**config.mk**
```make
export PLATFORM = sky130hd
export DESIGN_NAME = snake_dir_input
export DESIGN_NICKNAME = d
export VERILOG_FILES = /design/src/rtl/snake_dir_input.sv
export SDC_FILE = /design/constraint.sdc
export NUM_CORES = 1
export LEC_CHECK = 0
export ABC_AREA = 0
export CORE_UTILIZATION = 54
export CTS_BUF_LIST = sky130_fd_sc_hd__clkbuf_8
export CTS_CLUSTER_DIAMETER = 40
export CTS_CLUSTER_SIZE = 24
export DETAILED_ROUTE_END_ITERATION = 7
export GPL_ROUTABILITY_DRIVEN = 0
export GPL_TIMING_DRIVEN = 1
export PLACE_DENSITY = 0.86
export SETUP_SLACK_MARGIN = 0.15
export SLEW_MARGIN = 10
export SYNTH_ARGS = -nofsm -noshare
export SYNTH_HDL_FRONTEND = slang
export SYNTH_SLANG_ARGS = --single-unit
```
**constraint.sdc**
```tcl
create_clock -name clock -period 2.8 [get_ports clock]
set_input_delay 0.28 -clock clock [delete_from_list [all_inputs] [get_ports clock]]
set_output_delay 0.28 -clock clock [all_outputs]
set_load 0.02 [all_outputs]
```
**src/rtl/snake_dir_input.sv**
```systemverilog
// PS/2 receiver that latches arrow-key make codes into a held snake direction (1 up, 2 right, 3 down, 4 left).
// move/key_valid update one cycle after the stop-bit edge; `SNAKE_WASD_EN also maps plain W/A/S/D codes.
module snake_dir_input #(
    parameter int RESET_DIR      = 2,
    parameter int TIMEOUT_CYCLES = 50000
) (
    input  logic        clock,
    input  logic        reset,
    input  logic        ps2_clk,
    input  logic        ps2_data,
    output logic [31:0] move,
    output logic        key_valid,
    output logic [7:0]  scancode,
    output logic        frame_err
);

    localparam int TW = $clog2(TIMEOUT_CYCLES + 1);

    typedef enum logic [1:0] {S_IDLE, S_DATA, S_PARITY, S_STOP} state_t;

    state_t        state_q;
    logic          clk_s1_q, clk_s2_q, clk_prev_q;
    logic          dat_s1_q, dat_s2_q;
    logic [2:0]    bit_cnt_q;
    logic [7:0]    shift_q;
    logic          par_ok_q;
    logic [TW-1:0] to_cnt_q;
    logic          ext_q, brk_q;
    logic [2:0]    move_q;
    logic          key_valid_q, frame_err_q;
    logic [7:0]    scancode_q;

    logic          fall;
    logic          ext_d, brk_d;
    logic          cand_vld;
    logic [2:0]    cand_dir;
    logic [1:0]    rel;
    logic [2:0]    move_d;

    assign fall = clk_prev_q & ~clk_s2_q;

    // Decode of the byte currently held in shift_q; only applied when the frame is accepted.
    always_comb begin
        ext_d    = ext_q;
        brk_d    = brk_q;
        cand_vld = 1'b0;
        cand_dir = 3'd0;
        if (shift_q == 8'hE0) begin
            ext_d = 1'b1;
        end else if (shift_q == 8'hF0) begin
            brk_d = 1'b1;
        end else begin
            ext_d = 1'b0;
            brk_d = 1'b0;
            if (!brk_q) begin
                if (ext_q) begin
                    case (shift_q)
                        8'h75:   begin cand_vld = 1'b1; cand_dir = 3'd1; end
                        8'h74:   begin cand_vld = 1'b1; cand_dir = 3'd2; end
                        8'h72:   begin cand_vld = 1'b1; cand_dir = 3'd3; end
                        8'h6B:   begin cand_vld = 1'b1; cand_dir = 3'd4; end
                        default: ;
                    endcase
                end else begin
`ifdef SNAKE_WASD_EN
                    case (shift_q)
                        8'h1D:   begin cand_vld = 1'b1; cand_dir = 3'd1; end
                        8'h23:   begin cand_vld = 1'b1; cand_dir = 3'd2; end
                        8'h1B:   begin cand_vld = 1'b1; cand_dir = 3'd3; end
                        8'h1C:   begin cand_vld = 1'b1; cand_dir = 3'd4; end
                        default: ;
                    endcase
`endif
                end
            end
        end
        // Opposite directions differ by exactly 2 modulo 4.
        rel    = cand_dir[1:0] - move_q[1:0];
        move_d = (cand_vld && rel != 2'b10) ? cand_dir : move_q;
    end

    always_ff @(posedge clock) begin
        if (reset) begin
            state_q     <= S_IDLE;
            clk_s1_q    <= 1'b1;
            clk_s2_q    <= 1'b1;
            clk_prev_q  <= 1'b1;
            dat_s1_q    <= 1'b1;
            dat_s2_q    <= 1'b1;
            bit_cnt_q   <= 3'd0;
            shift_q     <= 8'd0;
            par_ok_q    <= 1'b0;
            to_cnt_q    <= '0;
            ext_q       <= 1'b0;
            brk_q       <= 1'b0;
            move_q      <= 3'(RESET_DIR);
            key_valid_q <= 1'b0;
            frame_err_q <= 1'b0;
            scancode_q  <= 8'd0;
        end else begin
            clk_s1_q    <= ps2_clk;
            clk_s2_q    <= clk_s1_q;
            clk_prev_q  <= clk_s2_q;
            dat_s1_q    <= ps2_data;
            dat_s2_q    <= dat_s1_q;
            key_valid_q <= 1'b0;
            frame_err_q <= 1'b0;

            if (state_q == S_IDLE || fall) to_cnt_q <= '0;
            else                           to_cnt_q <= to_cnt_q + 1'b1;

            if (state_q != S_IDLE && to_cnt_q == TW'(TIMEOUT_CYCLES)) begin
                frame_err_q <= 1'b1;
                state_q     <= S_IDLE;
            end else if (fall) begin
                case (state_q)
                    S_IDLE: begin
                        if (!dat_s2_q) begin
                            state_q   <= S_DATA;
                            bit_cnt_q <= 3'd0;
                        end
                    end
                    S_DATA: begin
                        shift_q   <= {dat_s2_q, shift_q[7:1]};
                        bit_cnt_q <= bit_cnt_q + 3'd1;
                        if (bit_cnt_q == 3'd7) state_q <= S_PARITY;
                    end
                    S_PARITY: begin
                        par_ok_q <= (^shift_q) ^ dat_s2_q;
                        state_q  <= S_STOP;
                    end
                    S_STOP: begin
                        if (dat_s2_q && par_ok_q) begin
                            key_valid_q <= 1'b1;
                            scancode_q  <= shift_q;
                            ext_q       <= ext_d;
                            brk_q       <= brk_d;
                            move_q      <= move_d;
                        end else begin
                            frame_err_q <= 1'b1;
                        end
                        state_q <= S_IDLE;
                    end
                    default: state_q <= S_IDLE;
                endcase
            end
        end
    end

    assign move      = {29'd0, move_q};
    assign key_valid = key_valid_q;
    assign scancode  = scancode_q;
    assign frame_err = frame_err_q;

endmodule

```
# After elaboration in Yosys (flattened, before gate mapping)
# Cells that the tools add are included.
totals:
  register_bits: 50
  inputBits: 4
  out_inout_bits: 42
  wordCells: 84
op_classes:
  addsub: 3
  n_eq_ne: 15
  mux: 23
  n_bitwise: 7
  reduce_logical: 20
op_table:
  columns: ["op", "n"]
  rows:
  - ["$eq A8 B7 Y1 const B", 4]
  - ["$add A16 B1 Y16 const B", 1]
  - ["$eq A16 B16 Y1 const B", 1]
  - ["$eq A8 B8 Y1 const B", 2]
  - ["$mux W3", 5]
  - ["$reduce_and A5 Y1", 3]
  - ["$mux W1", 13]
  - ["$pmux W3 S4", 1]
  - ["$reduce_and A3 Y1", 3]
  - ["$ne A2 B2 Y1 const B", 4]
  - ["$pmux W2 S4", 1]
  - ["$reduce_and A4 Y1", 2]
  - ["$reduce_or A4 Y1", 2]
  - ["$reduce_xor A8 Y1", 1]
  - ["$pmux W3 S2", 1]
  - ["$not A1 Y1", 5]
  - ["$eq A2 B2 Y1 const B", 2]
  - ["$mux W2", 2]
  - ["$reduce_bool A2 Y1", 2]
  - ["$reduce_or A2 Y1", 2]
  - ["$add A3 B1 Y3 const B", 1]
  - ["$eq A3 B3 Y1 const B", 1]
  - ["$logic_and A1 B1 Y1", 3]
  - ["$eq A2 B1 Y1 const B", 1]
  - ["5 further kinds", 5]

# Depth between registers and ports, before layout
# Gate-level depths: netlist of the first run.
logic_depth:
  depth_word: 10
  ltp_mapped: 8

# Worst setup path before layout of the first run
# OpenSTA, ideal clock, no wires.
synth_path:
  kind: "reg2reg"
  from: "register to_cnt_q[5]"
  to: "register scancode_q[4], in the netlist scancode[4]"
  arrival_ps: 1813
  path_slack_ps: 859
  stages_incl_launch_ff: 7
  n_path_buf: 1
  cell_sequence: "dfxtp_1 -> or4_4 -> nor4_4 -> nand4b_1 -> buf_6 -> mux2i_1 -> nor2_1"
synth_via:
  elab_chain_len: 4
synth_lines:
  columns: ["element", "line", "text"]
  rows:
  - ["from (decl)", "27", "logic [TW-1:0] to_cnt_q;"]
  - ["from (signal assigned)", "110", "else to_cnt_q <= to_cnt_q + 1'b1;"]
  - ["$eq A16 B16 Y1", "112", "if (state_q != S_IDLE && to_cnt_q == TW'(TIMEOUT_CYCLES)) begin"]
  - ["$logic_and A1 B1 Y1", "112", null]
  - ["$not A1 Y1 (no source line)", null, null]
  - ["$reduce_and A4 Y1 (no source line)", null, null]
  - ["to (signal assigned)", "135", "scancode_q <= shift_q;"]
  - ["to (decl)", "31", "logic [7:0] scancode_q;"]
# No other way between the ends.
# A chain may end at the register's enable or synchronous reset.

# Final worst setup path of the first run
layout_path:
  from: "register state_q[0]"
  to: "register brk_q"
layout_via:
  elab_chain_len: 4
  elab_cells_between_ends: 5
  cone_classes: "eq/ne: 1; bitwise: 1; reduce/logical: 3"
layout_lines:
  columns: ["element", "line", "text"]
  rows:
  - ["from (decl)", "21", "state_t state_q;"]
  - ["from (signal assigned)", "84", "state_q <= S_IDLE;"]
  - ["from (signal assigned)", "114", "state_q <= S_IDLE;"]
  - ["from (signal assigned)", "119", "state_q <= S_DATA;"]
  - ["$reduce_bool A2 Y1", "112", null]
  - ["$logic_and A1 B1 Y1", "112", null]
  - ["$not A1 Y1 (no source line)", null, null]
  - ["$reduce_and A5 Y1 (no source line) *", null, null]
  - ["to (signal assigned)", "137", "brk_q <= brk_d;"]
  - ["to (decl)", "28", "logic ext_q, brk_q;"]
# Mark *: on every way between the ends. The rest lies on a longest branch, timed or not.

==> results of run 1 <==
==> layout make-up <==
class | instances | area, sq um
Fill cell | 372 | 1709
Clock inverter | 3 | 28.78
Inverter | 14 | 52.55
Timing Repair Buffer | 18 | 175.2
Clock buffer | 5 | 68.82
Sequential cell | 50 | 1001
Multi-Input combinational cell | 218 | 1404
Tap cell | 52 | 65.06
==> layout by cell type (no fill, tap or decap), types with 2 or more instances in the layout <==
cell type and n:
or2_2 6, nor2_1 34, conb_1 29, dfxtp_1 50, ha_1 19, clkbuf_8 5, clkdlybuf4s50_1 16, nor2b_1 7
a21oi_1 13, nand4_1 6, mux2i_1 16, buf_4 2, nand3_1 7, a2111oi_0 2, nand2b_1 5, inv_1 14
o21ai_0 12, a31oi_1 2, nand4b_1 2, nand2_1 13, xor2_1 7, and3_1 2, and2_1 3, nor3_1 4
or3_1 4, xnor2_1 9
==> cell families after synthesis <==
logic type,synth area share
xor+xnor,0.05372
compound gates,0.08058
mux,0.06571
simple gates,0.2053
other cells,0.001437
flops,0.3837
buf+inv,0.1185
fa+ha+maj,0.09113
==> sequential cells by signal (all words and copies together) (netlist names), 2 cells and up <==
signal	flops
shift_q	8
to_cnt_q	16
state_q	2
scancode	8
bit_cnt_q	3
move_q	3
==> cell usage after synthesis (2+ instances only) <==
cell        n
o21ai_0    12
dfxtp_1    50
mux2i_1    16
a31oi_1     2
inv_1      14
nor2b_1     7
nand3_1     7
nand2b_1    5
xor2_1      7
nand4_1     6
and2_1      3
and3_1      2
nor3_1      4
nand4b_1    2
nor2_1     34
or2_2       6
buf_4      29
a21oi_1    13
clkbuf_1    6
ha_1       19
nand2_1    13
or3_1       4
xnor2_1     9
a2111oi_0   2
==> power by group through the flow <==
stage               Combinational, mW  Clock, mW  Sequential [mW]
floorplan                      0.0800          0            0.732
global placement               0.0560          0            0.733
detailed placement             0.0565          0            0.733
CTS                            0.0564      0.461            0.716
global route                   0.0621      0.489            0.717
finish                         0.0569      0.446            0.716
==> metrics by stage <==
step	hold WS [ps]	util
after global placement	400.1	0.5989
after detailed placement	400.7	0.5989
after global routing	447.2	0.6206
after CTS	436.7	0.6206
after floorplan	383.8	-
final	430.4	0.6206
==> metal layers <==
metal,vias up,track usage
met3,5,0.03376
li1,958,-
met4,0,0.05229
met1,877,0.2245
met5,-,0
met2,29,0.3291
==> path summary, 6_finish.rpt <==
kind | from | endpoint | slack, ps | cells after the start
min reg2reg | dat_s1_q | dat_s2_q | 430 | 1
min | dat_s1_q | dat_s2_q | 430 | 1
max reg2reg | state_q[0] | brk_q | 360 | 7
max | state_q[0] | brk_q | 360 | 7
==> results.cfg, run 1 <==
[critical_path]
cp-start-kind = flip-flop
cp_slowest_stage_delay_ps = 670
critical-path-top-delay-family = simple AND/OR/NAND/NOR gates
path_buf_inv = 1
path_class = flip-flop to flip-flop
crit_top_cell = nand4b_1
crit_chain = inv_1, ha_1, nand4b_1, nor4_4, nand4b_1, or3b_2, a21oi_1
critPathRequiredTime_ps = 3050
crit_path_top_delay_cell = or3b_2
critPathMaxFanout = 13
end_kind = flip-flop
arrival_ps = 2680

[global_route]
grt-ovfl-total = 0
grt_usage = 0.1832
grt_pass1_wl_um = 7472
grt_start_max_net_pins = 37
antenna_found_initial = 0
grt_pass1_vias = 1677

[cells_and_area]
fin_area_sq_um = 2795
antenna_cells = 0
drive_above_1_share = 0.06494
area_growth_pct = 7.146
layout.cells.non_filler = 360
final_nets = 330

[pwr]
power_frac_clock = 0.366
leakage_nw = 1.097
ir_drop_v = 0.0002804
internal_power_mw = 0.9107
p_per_area_nw_per_um2 = 436.2
seqPwrFrac = 0.587
switching_share = 0.2531
power_switching_mw = 0.3086
power_frac_comb = 0.047
p_total_mw = 1.219

[flow_run]
maxCapViolCount = 0

[routing]
wl_per_cell_um = 12.24
avgViaCountPerCell = 5.192
ant_nets = 0
drtIter0Drc = 140
wl_met2_um = 2246
wl_met3_um = 115
drt-met1-wl_um = 1999
num_vias = 1869
drt-pass1-iter-count = 4
drc_errors = 0
drt-total-wl_um = 4408
top_layer = met4

[synth]
synth_top_area_frac = 0.3837
synth_cells = 291
synth.distinct_cells = 43
synth-seq-cells = 50
synth_ff_type = dfxtp_1
post_synth.cell_area_avg_sq_um = 8.965
syn_area_sq_um = 2609
synth.area.top_cells = dfxtp_1, ha_1, buf_4
async_flop_share = 0
ys_seq_area_frac = 0.3837
synth_edf_count = 0
synth_warnings = 0
yosys.area.top_type = dfxtp_1

[clocking]
cts_buffer_depth = 2
tritoncts = built
h-tree-depth = 2
clk_latency_ps = 310
cts-resized-gates = 0
root_buffer = clkbuf_8
clock_sinks = 50
cts_buffers = 5
path_clk_slew_ps = 100
cts_hold_buf = 0
cts_setup_buffers = 0

[floorplanning]
die_h_um = 71.51
rows = 24
io_pins = 46
start_util = 0.5792
die_width_um = 71.51
dieArea_sq_um = 5113
coreArea_sq_um = 4504

[sta]
slew-limit-headroom = 0.5395
period_minus_slack_ps = 2437
layout_setup_ws_ps = 363.3
rsz0062_at_grt = false
hold_viol = 0
fin_setup_tns_ps = 0
max_freq_mhz = 410.4
report.final.setup_viol = 0
skew_ps = 10.61
final_max_slew_viol_count = 0
worst_slew_pin_slew_ps = 687.1
final.period_utilization = 0.8703

[placed_design]
place_inst = 352
place_ws_ps = 381.6
place_area_sq_um = 2698
dp_hpwl_um = 3261
port_buffers = 16

[min_path]
hold_class = flip-flop to flip-flop

[run_status]
status = finished, final reports clean
Note: power is estimated with default switching activity, not from simulation.
==> run 2: changes to the inputs <==
- CAP_MARGIN: default -> 40
- SKIP_LAST_GASP: default -> 1
- SLEW_MARGIN: 10 -> 20
==> results of run 2 <==
Final layout, timing and power as in run 1 (identical DEF).
==> run 3: changes to the inputs <==
- CORE_UTILIZATION: 54 -> 52
- CTS_BUF_LIST: sky130_fd_sc_hd__clkbuf_8 -> sky130_fd_sc_hd__clkbuf_8 sky130_fd_sc_hd__clkbuf_16
- PLACE_DENSITY: 0.86 -> 0.9
==> run 3 against run 2 <==
Net effect:
- sequential cell count is the same
- register-to-register slack lost 70 ps
- combinational power grew 0.9%
- sequential share of layout area shrank 0.47 points
- first-iteration DRC count grew 25%
==> results.cfg, run 3 (synthesized netlist as in run 1, its figures left out) <==
[global_route]
grt-ovfl-total = 0
grt_usage = 0.1926
grt_pass1_vias = 1843
antenna_found_initial = 0
grt_start_max_net_pins = 37
grt_pass1_wl_um = 7935

[clocking]
cts_buffers = 5
cts_hold_buf = 0
cts-resized-gates = 0
h-tree-depth = 2
cts_setup_buffers = 0
clock_sinks = 50
tritoncts = built
clk_latency_ps = 310
cts_buffer_depth = 2
path_clk_slew_ps = 90
root_buffer = clkbuf_8

[pwr]
leakage_nw = 1.106
ir_drop_v = 0.0002363
p_per_area_nw_per_um2 = 459.2

[placed_design]
dp_hpwl_um = 3327
port_buffers = 16

[critical_path]
worstRegToRegCells = 7
cp_slowest_stage_delay_ps = 690
crit_path_top_delay_cell = or3b_2
path_class = flip-flop to flip-flop
end_kind = flip-flop
critPathMaxFanout = 13
critPathRequiredTime_ps = 3050
crit_chain = inv_1, ha_1, nand4b_1, nor4_4, nand4b_1, or3b_2, a21oi_1
arrival_ps = 2760
crit_top_cell = nand4b_1
cp-start-kind = flip-flop

[floorplanning]
die_h_um = 72.83
die_width_um = 72.83
dieArea_sq_um = 5304
io_pins = 46
start_util = 0.5451
coreArea_sq_um = 4786
rows = 25

[routing]
num_vias = 1985
drc_errors = 0
avgViaCountPerCell = 5.293
drt-pass1-iter-count = 4
drt-total-wl_um = 4753
ant_nets = 0
drtIter0Drc = 175
wl_per_cell_um = 12.67

[run_status]
status = finished, final reports clean

[cells_and_area]
final_nets = 330
final_util = 0.5919
largest_reg_flops = 16
layout_common_cells = dfxtp_1, nor2_1, conb_1, ha_1
final_common_cell = dfxtp_1
drive_above_1_share = 0.06494
antenna_cells = 0
area_growth_pct = 8.585
top_register = to_cnt_q

[sta]
final_max_slew_viol_count = 0
period_minus_slack_ps = 2510
hold_viol = 0
max_freq_mhz = 398.4
final.period_utilization = 0.8964
skew_ps = 6.215
fin_setup_tns_ps = 0
slew-limit-headroom = 0.5013
report.final.setup_viol = 0
rsz0062_at_grt = false
worst_slew_pin_slew_ps = 744.2

[flow_run]
maxCapViolCount = 0

[min_path]
min_path_cells = 1
hold_class = flip-flop to flip-flop
## run 3: changes by cell type in the layout (fill, tap and decap cells not counted), sizes merged
cell,before,now
clkinv,1,0
bufinv,0,1
## run 3: power by group
group	total, mW	switching [mW]	leakage, nW	internal (mW)
clock network	0.527	0.254	0.0591	0.273
registers	0.716	0.00248	0.404	0.714
logic	0.0574	0.0478	0.643	0.00968
total	1.30	0.304	1.11	0.996
## run 3: worst paths after layout
kind	from	end	slack (ps)
setup / recovery	state_q[0]	brk_q	290
hold / removal	dat_s1_q	dat_s2_q	420
setup reg to reg	state_q[0]	brk_q	290
hold reg to reg	dat_s1_q	dat_s2_q	420
## run 3: worst max-delay path: cells and delay by family (launching register included)
| kind | cells | cell delay [ps] |
|---|---|---|
| and+or+nand+nor | 4 | 1620 |
| DFF | 1 | 340 |
| adders and majority gates | 1 | 260 |
| AOI/OAI and AO/OA | 1 | 120 |
| buffers and inverters | 1 | 110 |
## run 3: layout make-up
class | instances | area, sq um
fillers | 409 | 1953
multi-input cells | 218 | 1404
flip-flops and latches | 50 | 1001
repair buffers | 18 | 175.2
well taps | 67 | 83.83
clock buffers | 5 | 68.82
inverters | 14 | 52.55
clock inverters | 3 | 47.55
## run 3: routing by layer
metal | GRT usage | vias up | wire [um]
met5 | 0 | - | 0
li1 | - | 955 | -
met2 | 0.3499 | 63 | 2370
met4 | 0.08932 | 0 | 129
met3 | 0.03453 | 16 | 260
met1 | 0.2181 | 951 | 1992
## run 3: metrics by stage
stage	total power [mW]	worst slack [ps]	instances	hold slack, ps	instance area [sq um]
2_1_floorplan	0.8121	859.2	319	383.8	2714
3_3_place_gp	0.7888	453.7	367	392.5	2716
3_5_place_dp	0.7893	357.9	367	399.9	2716
4_1_cts	1.306	292.3	375	421.8	2833
5_1_grt	1.342	171.8	375	445.4	2833
6_report	1.301	290.0	375	420.4	2833
==> RTL edit, RTL diff (flow settings as in run 2) <==
Register the output `move`, without a reset; this adds one clock of latency there. The other outputs are not delayed to match. Comments in the files are not updated.
--- a/src/rtl/snake_dir_input.sv
+++ b/src/rtl/snake_dir_input.sv
@@ -149,3 +149,5 @@
 
-    assign move      = {29'd0, move_q};
+    always_ff @(posedge clock) begin
+        move <= {29'd0, move_q};
+    end
     assign key_valid = key_valid_q;
Check against the original RTL: not equivalent (Yosys sat finds a counterexample within 4 cycles, from zero or initial values and one cycle with reset high).
==> RTL edit against run 2 <==
- synthesized area rose by 2.9%
- sequential cell count increased by 3
- setup slack better by 0.019 ns
- routed wire length increased by 1.1%
- non-clock buffer count grew 3
- sequential share of layout area rose by 0.66 points
- cell count is 6.9% higher
- total power is 5.9% higher
- final area rose by 4.1%
- highest routed layer unchanged
==> RTL edit: results (changes against run 2) <==
GRT:
- The fraction of met2 tracks used by global routing is 0.3063 (was 0.3291).
- The maximum number of pins on one net before global-route repair was 38 (was 37).
- The number of global-route vias before repair came to 1775 (was 1677).
- The global router's overall resource usage came to 0.1826 (was 0.1832).
- The met1 layer usage reported by global route came to 0.2213 (was 0.2245).

Setup path:
- The slowest cell on the critical path is sky130_fd_sc_hd__or4bb_1 (was sky130_fd_sc_hd__or3b_2).
- The maximum fanout encountered on the critical timing path came to 7 (was 13).
- The launch point of the worst path is state_q[1] (was state_q[0]).
- The worst-case reg-to-reg path depth is 8 (was 7).
- The worst flop-to-flop path startpoint is state_q[1] (was state_q[0]).

Route:
- The post-detailed-routing wire length came to 4458 um (was 4408 um).
- The met3 layer wire length in the routed design is 165 um (was 115 um).
- The total vias in the final route is 1931 (was 1869).
- The wire length on met1 is 2039 um (was 1999 um).
- The first-iteration detailed-routing DRC count came to 103 (was 140).

Logic synthesis:
- The adder-cell share of the synthesized area was 0.08858 (was 0.09113).
- The proportion of synthesized area in mux cells came to 0.06387 (was 0.06571).
- The number of distinct library cells after synthesis is 40 (was 43).
- The part of the Yosys area used for sequential elements is 0.3953 (was 0.3837).
- The xor/xnor share of the synthesized area is 0.05548 (was 0.05372).
- The complex-gate fraction of the synthesized area is 0.06387 (was 0.08058).

Cells and area:
- The final-layout fill cell count is 430 (was 372).
- The number of nets in the final layout is 340 (was 330).

Pwr:
- The peak supply drop is 0.3989 mV (was 0.2804 mV).

Run status:
- Status: finished clean (unchanged).
-- RTL edit: changes by cell type after synthesis, moves of 3 or more --
cell / before / now
sky130_fd_sc_hd__nand2b_1: 5 / 0
sky130_fd_sc_hd__o21ai_0: 12 / 2
sky130_fd_sc_hd__nand3_1: 7 / 10
sky130_fd_sc_hd__a21oi_1: 13 / 10
sky130_fd_sc_hd__nor2_1: 34 / 53
sky130_fd_sc_hd__a22oi_1: 1 / 4
sky130_fd_sc_hd__xnor2_1: 9 / 14
sky130_fd_sc_hd__xor2_1: 7 / 3
sky130_fd_sc_hd__dfxtp_1: 50 / 53
-- RTL edit: repair_timing --
action | 4_1_cts | 5_1_grt
resized for setup | 0 | 0
buffers inserted | 0 | 1
endpoints found under the setup margin | 0 | 1
-- RTL edit: cells by family (layout without fill, tap and decap cells) --
group / count (synthesis) / after routing
buffers and inverters: 54 / 45
DFF: 53 / 53
xor gates and xnor gates: 17 / 17
muxes: 17 / 17
AOI/OAI and AO/OA: 26 / 26
adders and majority gates: 19 / 19
and+or+nand+nor: 112 / 112
other: 1 / 29
-- RTL edit: worst min-delay path by stage --
| stage | startpoint | endpoint | slack, ns | cells after the start |
|---|---|---|---|---|
| 2_1_floorplan | move_q[2] | move[2] | 0.32 | 0 |
| 3_3_place_gp | move_q[2] | move[2] | 0.35 | 0 |
| 3_5_place_dp | move_q[2] | move[2] | 0.35 | 0 |
| 4_1_cts | move_q[2] | move[2] | 0.36 | 0 |
| 5_1_grt | move_q[2] | move[2] | 0.37 | 0 |
| 6_report | move_q[2] | move[2] | 0.37 | 0 |
-- RTL edit: cell type report --
| type | count | share of cell area |
|---|---|---|
| Sequential cell | 53 | 0.3647 |
| Clock inverter | 1 | 0.001720 |
| Timing Repair Buffer | 21 | 0.06925 |
| Multi-Input combinational cell | 220 | 0.4817 |
| Inverter | 16 | 0.02065 |
| Tap cell | 67 | 0.02882 |
| Clock buffer | 7 | 0.03312 |
-- RTL edit: per-stage QoR --
| stage | hold slack [ns] | std cells | area, um2 | setup slack [ns] | total power [W] |
|---|---|---|---|---|---|
| after floorplan | 0.3235 | 327 | 2789 | 0.5074 | 0.0008650 |
| after global placement | 0.3478 | 375 | 2789 | 0.4100 | 0.0008458 |
| after detailed placement | 0.3459 | 376 | 2800 | 0.3289 | 0.0008464 |
| after CTS | 0.3626 | 384 | 2902 | 0.2972 | 0.001307 |
| after global routing | 0.3692 | 385 | 2909 | 0.2558 | 0.001339 |
| final | 0.3684 | 385 | 2909 | 0.3825 | 0.001291 |
-- RTL edit: power by group --
group,switching [W],internal (W)
clock network,0.000238,0.000224
logic,0.0000513,0.0000142
registers,0.00000497,0.000759
